--- src/rtl/reg_file_3r1w.sv ---
// reg_file_3r1w
// Architectural register file between decode and execute: three read ports
// addressed by decode, one write port driven by writeback. Read data is
// registered into the execute stage (1-cycle latency).
// Special registers:
//   - PC (PC_REG_NUM) has no storage. It reads as pc_i + 4. A write to it
//     becomes a one-cycle branch request on pc_wr_o / pc_wr_data_o.
//   - SP (SP_REG_NUM) is always stored word-aligned. It resets to SP_RESET_VAL.
// Ports:
//   clk_i          clock
//   rst_n_i        synchronous active-low reset
//   stall_i        hold registered read outputs (writes still happen)
//   flush_i        zero registered read outputs (overrides stall)
//   pc_i           address of the instruction in decode
//   rd_addr_N_i    read addresses, N = 1..3
//   rd_data_N_o    registered read data, N = 1..3
//   wr_en_i        writeback enable
//   wr_addr_i      writeback destination
//   wr_data_i      writeback data
//   pc_wr_o        registered pulse: PC was written last cycle
//   pc_wr_data_o   branch target with bit 0 cleared; holds between pulses
module reg_file_3r1w #(
  parameter int                   ADDR_WIDTH   = 4,
  parameter int                   DATA_WIDTH   = 32,
  parameter int                   SP_REG_NUM   = 13,
  parameter int                   PC_REG_NUM   = 15,
  parameter logic [DATA_WIDTH-1:0] SP_RESET_VAL = 32'h0000_2000
) (
  input  logic                  clk_i,
  input  logic                  rst_n_i,
  input  logic                  stall_i,
  input  logic                  flush_i,
  input  logic [DATA_WIDTH-1:0] pc_i,
  input  logic [ADDR_WIDTH-1:0] rd_addr_1_i,
  input  logic [ADDR_WIDTH-1:0] rd_addr_2_i,
  input  logic [ADDR_WIDTH-1:0] rd_addr_3_i,
  output logic [DATA_WIDTH-1:0] rd_data_1_o,
  output logic [DATA_WIDTH-1:0] rd_data_2_o,
  output logic [DATA_WIDTH-1:0] rd_data_3_o,
  input  logic                  wr_en_i,
  input  logic [ADDR_WIDTH-1:0] wr_addr_i,
  input  logic [DATA_WIDTH-1:0] wr_data_i,
  output logic                  pc_wr_o,
  output logic [DATA_WIDTH-1:0] pc_wr_data_o
);

  localparam int                  NUM_REGS = 1 << ADDR_WIDTH;
  localparam int                  NUM_RD   = 3;
  localparam logic [ADDR_WIDTH-1:0] PC_ADDR = ADDR_WIDTH'(PC_REG_NUM);
  localparam logic [ADDR_WIDTH-1:0] SP_ADDR = ADDR_WIDTH'(SP_REG_NUM);

  // Value that a write stores (and that a same-cycle read is bypassed).
  // SP alignment is applied here so stored and bypassed values agree.
  logic [DATA_WIDTH-1:0] wr_val;
  logic                  pc_wr_hit;
  logic [DATA_WIDTH-1:0] pc_plus4;

  assign wr_val    = (wr_addr_i == SP_ADDR) ? {wr_data_i[DATA_WIDTH-1:2], 2'b00}
                                            : wr_data_i;
  assign pc_wr_hit = wr_en_i && (wr_addr_i == PC_ADDR);
  assign pc_plus4  = pc_i + DATA_WIDTH'(4);

  // Flat view of every architectural index. The PC slot is tied to zero;
  // it is never selected because PC reads are intercepted.
  logic [DATA_WIDTH-1:0] reg_vals [NUM_REGS];

  genvar gi;
  generate
    for (gi = 0; gi < NUM_REGS; gi++) begin : g_reg
      if (gi == PC_REG_NUM) begin : g_pc
        assign reg_vals[gi] = '0;
      end else begin : g_store
        logic [DATA_WIDTH-1:0] reg_q;
        always_ff @(posedge clk_i) begin
          if (!rst_n_i) begin
            reg_q <= (gi == SP_REG_NUM) ? SP_RESET_VAL : '0;
          end else if (wr_en_i && (wr_addr_i == ADDR_WIDTH'(gi))) begin
            reg_q <= wr_val;
          end
        end
        assign reg_vals[gi] = reg_q;
      end
    end
  endgenerate

  // Read ports
  logic [ADDR_WIDTH-1:0] rd_addr   [NUM_RD];
  logic [DATA_WIDTH-1:0] rd_data_d [NUM_RD];
  logic [DATA_WIDTH-1:0] rd_data_q [NUM_RD];

  assign rd_addr[0] = rd_addr_1_i;
  assign rd_addr[1] = rd_addr_2_i;
  assign rd_addr[2] = rd_addr_3_i;

  generate
    for (gi = 0; gi < NUM_RD; gi++) begin : g_rd
      // PC is checked first so a write to PC is never bypassed into a read.
      always_comb begin
        rd_data_d[gi] = reg_vals[rd_addr[gi]];
        if (rd_addr[gi] == PC_ADDR) begin
          rd_data_d[gi] = pc_plus4;
        end else if (wr_en_i && (rd_addr[gi] == wr_addr_i)) begin
          rd_data_d[gi] = wr_val;
        end
      end
    end
  endgenerate

  // Priority: reset > flush > stall > capture.
  always_ff @(posedge clk_i) begin
    for (int p = 0; p < NUM_RD; p++) begin
      if (!rst_n_i || flush_i) begin
        rd_data_q[p] <= '0;
      end else if (!stall_i) begin
        rd_data_q[p] <= rd_data_d[p];
      end
    end
  end

  assign rd_data_1_o = rd_data_q[0];
  assign rd_data_2_o = rd_data_q[1];
  assign rd_data_3_o = rd_data_q[2];

  // Branch request on PC write. The stall does not block it.
  logic                  pc_wr_q;
  logic [DATA_WIDTH-1:0] pc_wr_data_q;
  logic [DATA_WIDTH-1:0] pc_wr_data_d;

  assign pc_wr_data_d = pc_wr_hit ? {wr_data_i[DATA_WIDTH-1:1], 1'b0} : pc_wr_data_q;

  always_ff @(posedge clk_i) begin
    if (!rst_n_i) begin
      pc_wr_q      <= 1'b0;
      pc_wr_data_q <= '0;
    end else begin
      pc_wr_q      <= pc_wr_hit;
      pc_wr_data_q <= pc_wr_data_d;
    end
  end

  assign pc_wr_o      = pc_wr_q;
  assign pc_wr_data_o = pc_wr_data_q;

endmodule

--- config.mk ---
export PLATFORM = sky130hd
export DESIGN_NAME = reg_file_3r1w
export DESIGN_NICKNAME = d
export VERILOG_FILES = /design/src/rtl/reg_file_3r1w.sv
export SDC_FILE = /design/constraint.sdc
export NUM_CORES = 2
export LEC_CHECK = 0
export BUFFER_PORTS_ARGS = -buffer_cell sky130_fd_sc_hd__buf_2
export CORE_UTILIZATION = 60
export DETAILED_ROUTE_END_ITERATION = 8
export PLACE_DENSITY = 0.79
export SYNTH_ARGS = -nofsm -noshare
export SYNTH_HDL_FRONTEND = slang
export SYNTH_SLANG_ARGS = --single-unit
--- constraint.sdc ---
create_clock -name clk_i -period 5.8 [get_ports clk_i]
set_input_delay 1.45 -clock clk_i [delete_from_list [all_inputs] [get_ports clk_i]]
set_output_delay 1.45 -clock clk_i [all_outputs]
set_load 0.02 [all_outputs]
* Word level (Yosys, flattened, before mapping)
Memories as Yosys holds them, arrays and structs flattened.
Cells that the tools add are included.
** Storage, ports and cells
- Flip-flop bits (word level) :: 512
- Bits in writable memories :: 96
- Input port bits :: 85
- Output and inout bits :: 129
- Memories kept :: 1
** Operators by class
- $add $sub $neg :: 1
- Order comparisons :: 3
- Eq/ne operators :: 21
- Mux-type cells :: 24
- Bitwise logic cells :: 6
- Reduce and logical (&&, ||, !) cells :: 22
** Memories
- rd_data_q :: words 3, bits a word 32, read ports 3, clocked after Yosys merged registers in 0, wr ports 3, RTL line 89 : logic [DATA_WIDTH-1:0] rd_data_q [NUM_RD];
** Operators by type and width (number)
- $mux 32 :: 15
- $bmux 32 s4 :: 3
- $eq 4x4->1 const B :: 11
- $add 32x3->32 const B :: 1
- $logic_and 1x1->1 :: 19
- $eq 4x3->1 const B :: 4
- $ge 5x5->1 const B :: 3
- $not 4->5 :: 3
- $eq 4x4->1 :: 3
- $eq 4x2->1 const B :: 2
- $mux 1 :: 5
- $eq 4x1->1 const B :: 1
- $logic_not 4->1 :: 1
- $or 1x1->1 :: 3
- $mux 2 :: 1
- $logic_not 1->1 :: 1
- $logic_or 1x1->1 :: 1

* Longest topological paths before layout
- Word-level depth :: 7
- Depth in mapped cells :: 10

* Worst setup path before layout
Ideal clock, no wire load.
- Path type :: input to register
- Start :: in rst_n_i
- End :: mem rd_data_q[0][0] (enable)
- Library setup time :: 1134 ps
- Arrival :: 3995 ps
- Required time :: 4666 ps
- Setup slack :: 671 ps
- Cell stages on the path :: 3
- Path buffers :: 2
- Cells stage by stage :: buf_2 -> clkbuf_1 -> nand3b_1
** RTL lines
- start, declared :: RTL line 30 : input logic rst_n_i,
- end, declared :: RTL line 89

==> impl_metrics.py <==
metrics = {
    "pwr": {
        "sw_frac_of_total": 0.2661,
        "cell_internal_pwr_uw": 7267,
        "combPwrFrac": 0.119,
        "design_power_total_uw": 9903,
        "pwr-share-clk": 0.435,
        "p_sw_uw": 2635,
        "power.leakage_uw": 0.01352,
        "pwr-share-seq": 0.446,
        "vdd_drop_max_uv": 172.0,
        "p_per_area_mw_per_mm2": 249.6,
    },
    "floorplan": {
        "start_util": 0.6108,
        "chipWidth_um": 248.0,
        "die_area_mm2": 0.06152,
        "core_mm2": 0.05946,
        "die_height_um": 248.0,
        "boundaryPins": 214,
        "placementRows": 89,
    },
    "clock_network": {
        "htreeDepth": 3,
        "clock-sinks": 608,
        "cts-resized-gates": 0,
        "numCtsBuffers": 66,
        "root_buffer": "clkbuf_16",
        "post-cts-setup-buffers": 0,
        "cts_tree": "yes",
        "clk_latency_ns": 0.63,
        "path_clk_slew_ns": 0.06,
        "cts.path.max_buffers": 3,
        "hold_buffers": 0,
    },
    "layout": {
        "fin_nets": 3896,
        "finalInstanceArea_mm2": 0.03967,
        "drive_gt1_frac": 0.1977,
        "fillers": 4635,
        "areaGrowthSynthToFinish_pct": 9.236,
        "finish.utilization": 0.6672,
    },
    "detailed_routing": {
        "drt_first_pass_iters": 7,
        "vias_per_cell": 7.142,
        "ant_nets": 0,
        "route.detailed.drc": 0,
        "drt_wl_total_mm": 133.6,
        "drtIter0Drc": 4595,
        "detailroute.via_count": 33084,
        "wl_per_cell_um": 28.84,
    },
    "synth": {
        "synth_edf_count": 96,
        "async_flop_share": 0,
        "synth_top_area_frac": 0.2822,
        "netlist_instances": 3860,
        "avgSynthCellArea_um2": 9.409,
        "syn-num-nets": 3946,
        "syn_area_mm2": 0.03632,
        "ys.flop_type": "dfxtp_1",
        "yosysSeqAreaShare": 0.3616,
        "synth_seq_cells": 608,
        "yosys-top-cells-count": "1089 x nand2_1, 512 x dfxtp_1, 508 x a21boi_0, 286 x mux4_2, 281 x clkbuf_1",
        "synth_cell_types": 71,
        "yosys_warnings": 0,
        "synth.top_cells.by_area": "dfxtp_1 28%, mux4_2 18%, nand2_1 11%",
        "yosysTopAreaCell": "dfxtp_1",
        "yosysMostFrequentCell": "nand2_1",
    },
    "sta": {
        "report.final.setup_viol": 0,
        "fmax_ghz": 0.2600,
        "setup_ws_ns": 1.954,
        "fin_crit_ns": 3.846,
        "finalCritPeriodShare": 0.6631,
        "hold_viol": 0,
        "fin_setup_tns_ns": 0,
        "tightest_slew_ns": 1.562,
        "clock_skew_ns": 0.02120,
        "maxSlewViolCount": 14,
        "rsz0062_at_grt": "no",
        "slew_headroom": -0.04505,
    },
    "grt": {
        "grt_pass1_wl_mm": 195.6,
        "grt-ovfl-total": 0,
        "grt_usage": 0.4298,
        "first_global_vias": 31156,
        "grt_start_max_net_pins": 127,
        "antenna_found_initial": 10,
    },
    "critical_path": {
        "path_max_fanout": 102,
        "critical_path_arrival_ns": 4.32,
        "critical_path.max_stage_delay_ns": 1.18,
        "crit_buf_inv": 2,
        "startpoint_type": "input pin",
        "crit_chain": "buf_8 -> or3b_1 -> buf_4 -> nor2_1 -> a221o_1",
        "worstSetupPathType": "input pin to flip-flop",
        "cp_top_family": "simple AND/OR/NAND/NOR gates",
        "crit_path_end_kind": "flip-flop",
        "required_ns": 6.27,
        "worst_path_max_delay_cell": "nor2_1",
    },
    "placement": {
        "dpl_cell_area_mm2": 0.03753,
        "pre_cts_ws_ns": 1.497,
        "io_buffers": 212,
        "dpl.hpwl_mm": 83.81,
        "place_congestion": 0.9639,
    },
    "min_path": {
        "hold_path.class": "flip-flop to flip-flop",
    },
    "status": {
        "violations": "max-capacitance violations, max-slew violations",
        "status": "finished, violations left",
    },
    "run": {
        "drv_cap": 1,
    },
}
[sequential cells by signal, indices dropped and copies added, names as in the netlist]
signal,flops
g.g_store.reg_q,480
pc_wr_data_o,31
pc_wr_o,1
rd_data_q,96
[layout by cell type, fill, tap and decap left out, types with 67 or more instances in the layout]
master     instances
mux2i_1          165
dfxtp_1          512
a21oi_1           86
buf_4             77
nand2_1         1086
clkbuf_16         67
mux4_2           286
edfxtp_1          96
buf_2            202
a21boi_0         508
[logic make-up (layout without fill, tap and decap cells)]
logic type / count (synthesis) / in the layout / synth area share
xor gates and xnor gates: 37 / 37 / 0.008922
buffers and inverters: 433 / 427 / 0.05057
other: 1 / 6 / 0.0001032
muxes: 486 / 486 / 0.2337
AOI/OAI and AO/OA: 964 / 964 / 0.1953
DFF: 608 / 608 / 0.3616
adders and majority gates: 1 / 1 / 0.0003444
and+or+nand+nor: 1330 / 1330 / 0.1495
[layer usage]
| layer | vias up | part of all wire | track usage |
|---|---|---|---|
| li1 | 13829 | - | - |
| met1 | 15691 | 0.35 | 0.5484 |
| met2 | 2897 | 0.41 | 0.6020 |
| met3 | 659 | 0.18 | 0.1842 |
| met4 | 8 | 0.063 | 0.2569 |
| met5 | - | 0.00045 | 0 |
[path summary, 6_finish.rpt]
kind | start | slack (ns) | to | cells after the start
worst min register to register | pc_wr_data_o[20] | 0.46 | pc_wr_data_o[20] | 2
worst max register to register | g_reg[7].g_store.reg_q[26] | 3.39 | rd_data_q[1][26] | 5
worst max-delay path | rst_n_i | 1.95 | rd_data_q[0][12] | 5
worst min-delay path | pc_wr_data_o[20] | 0.46 | pc_wr_data_o[20] | 2
[tightest hold or removal path: cells and delay by family (launching register included)]
kind | cells | cell delay [ns]
compound gates | 1 | 0.06
flops | 1 | 0.30
simple gates | 1 | 0.04
[per-stage QoR]
stage          hold WS [ns]  cells
2_1_floorplan        0.4567   3860
3_3_place_gp         0.4471   4515
3_5_place_dp         0.4537   4515
4_1_cts              0.4621   4627
5_1_grt              0.4891   4630
6_report             0.4582   4632
[final cells by class]
class | instances | area [um^2] | share of cell area
diodes | 5 | 12.51 | 0.0003154
well taps | 773 | 967.2 | 0.02438
inverters | 20 | 75.07 | 0.001892
clock inverters | 23 | 296.5 | 0.007474
flip-flops and latches | 608 | 13130 | 0.3310
clock buffers | 89 | 1839 | 0.04636
repair buffers | 295 | 1843 | 0.04645
multi-input cells | 2819 | 21510 | 0.5421
[power by group through the flow]
| stage | Clock [uW] | Sequential [uW] | Combinational (uW) |
|---|---|---|---|
| final | 4310 | 4420 | 1180 |
| after CTS | 4280 | 4410 | 1120 |
| after global placement | 0 | 4500 | 1100 |
| after detailed placement | 0 | 4510 | 1120 |
| after global routing | 4450 | 4420 | 1200 |
| after floorplan | 0 | 4540 | 692 |
No activity file was read; power rests on OpenSTA's default activity.
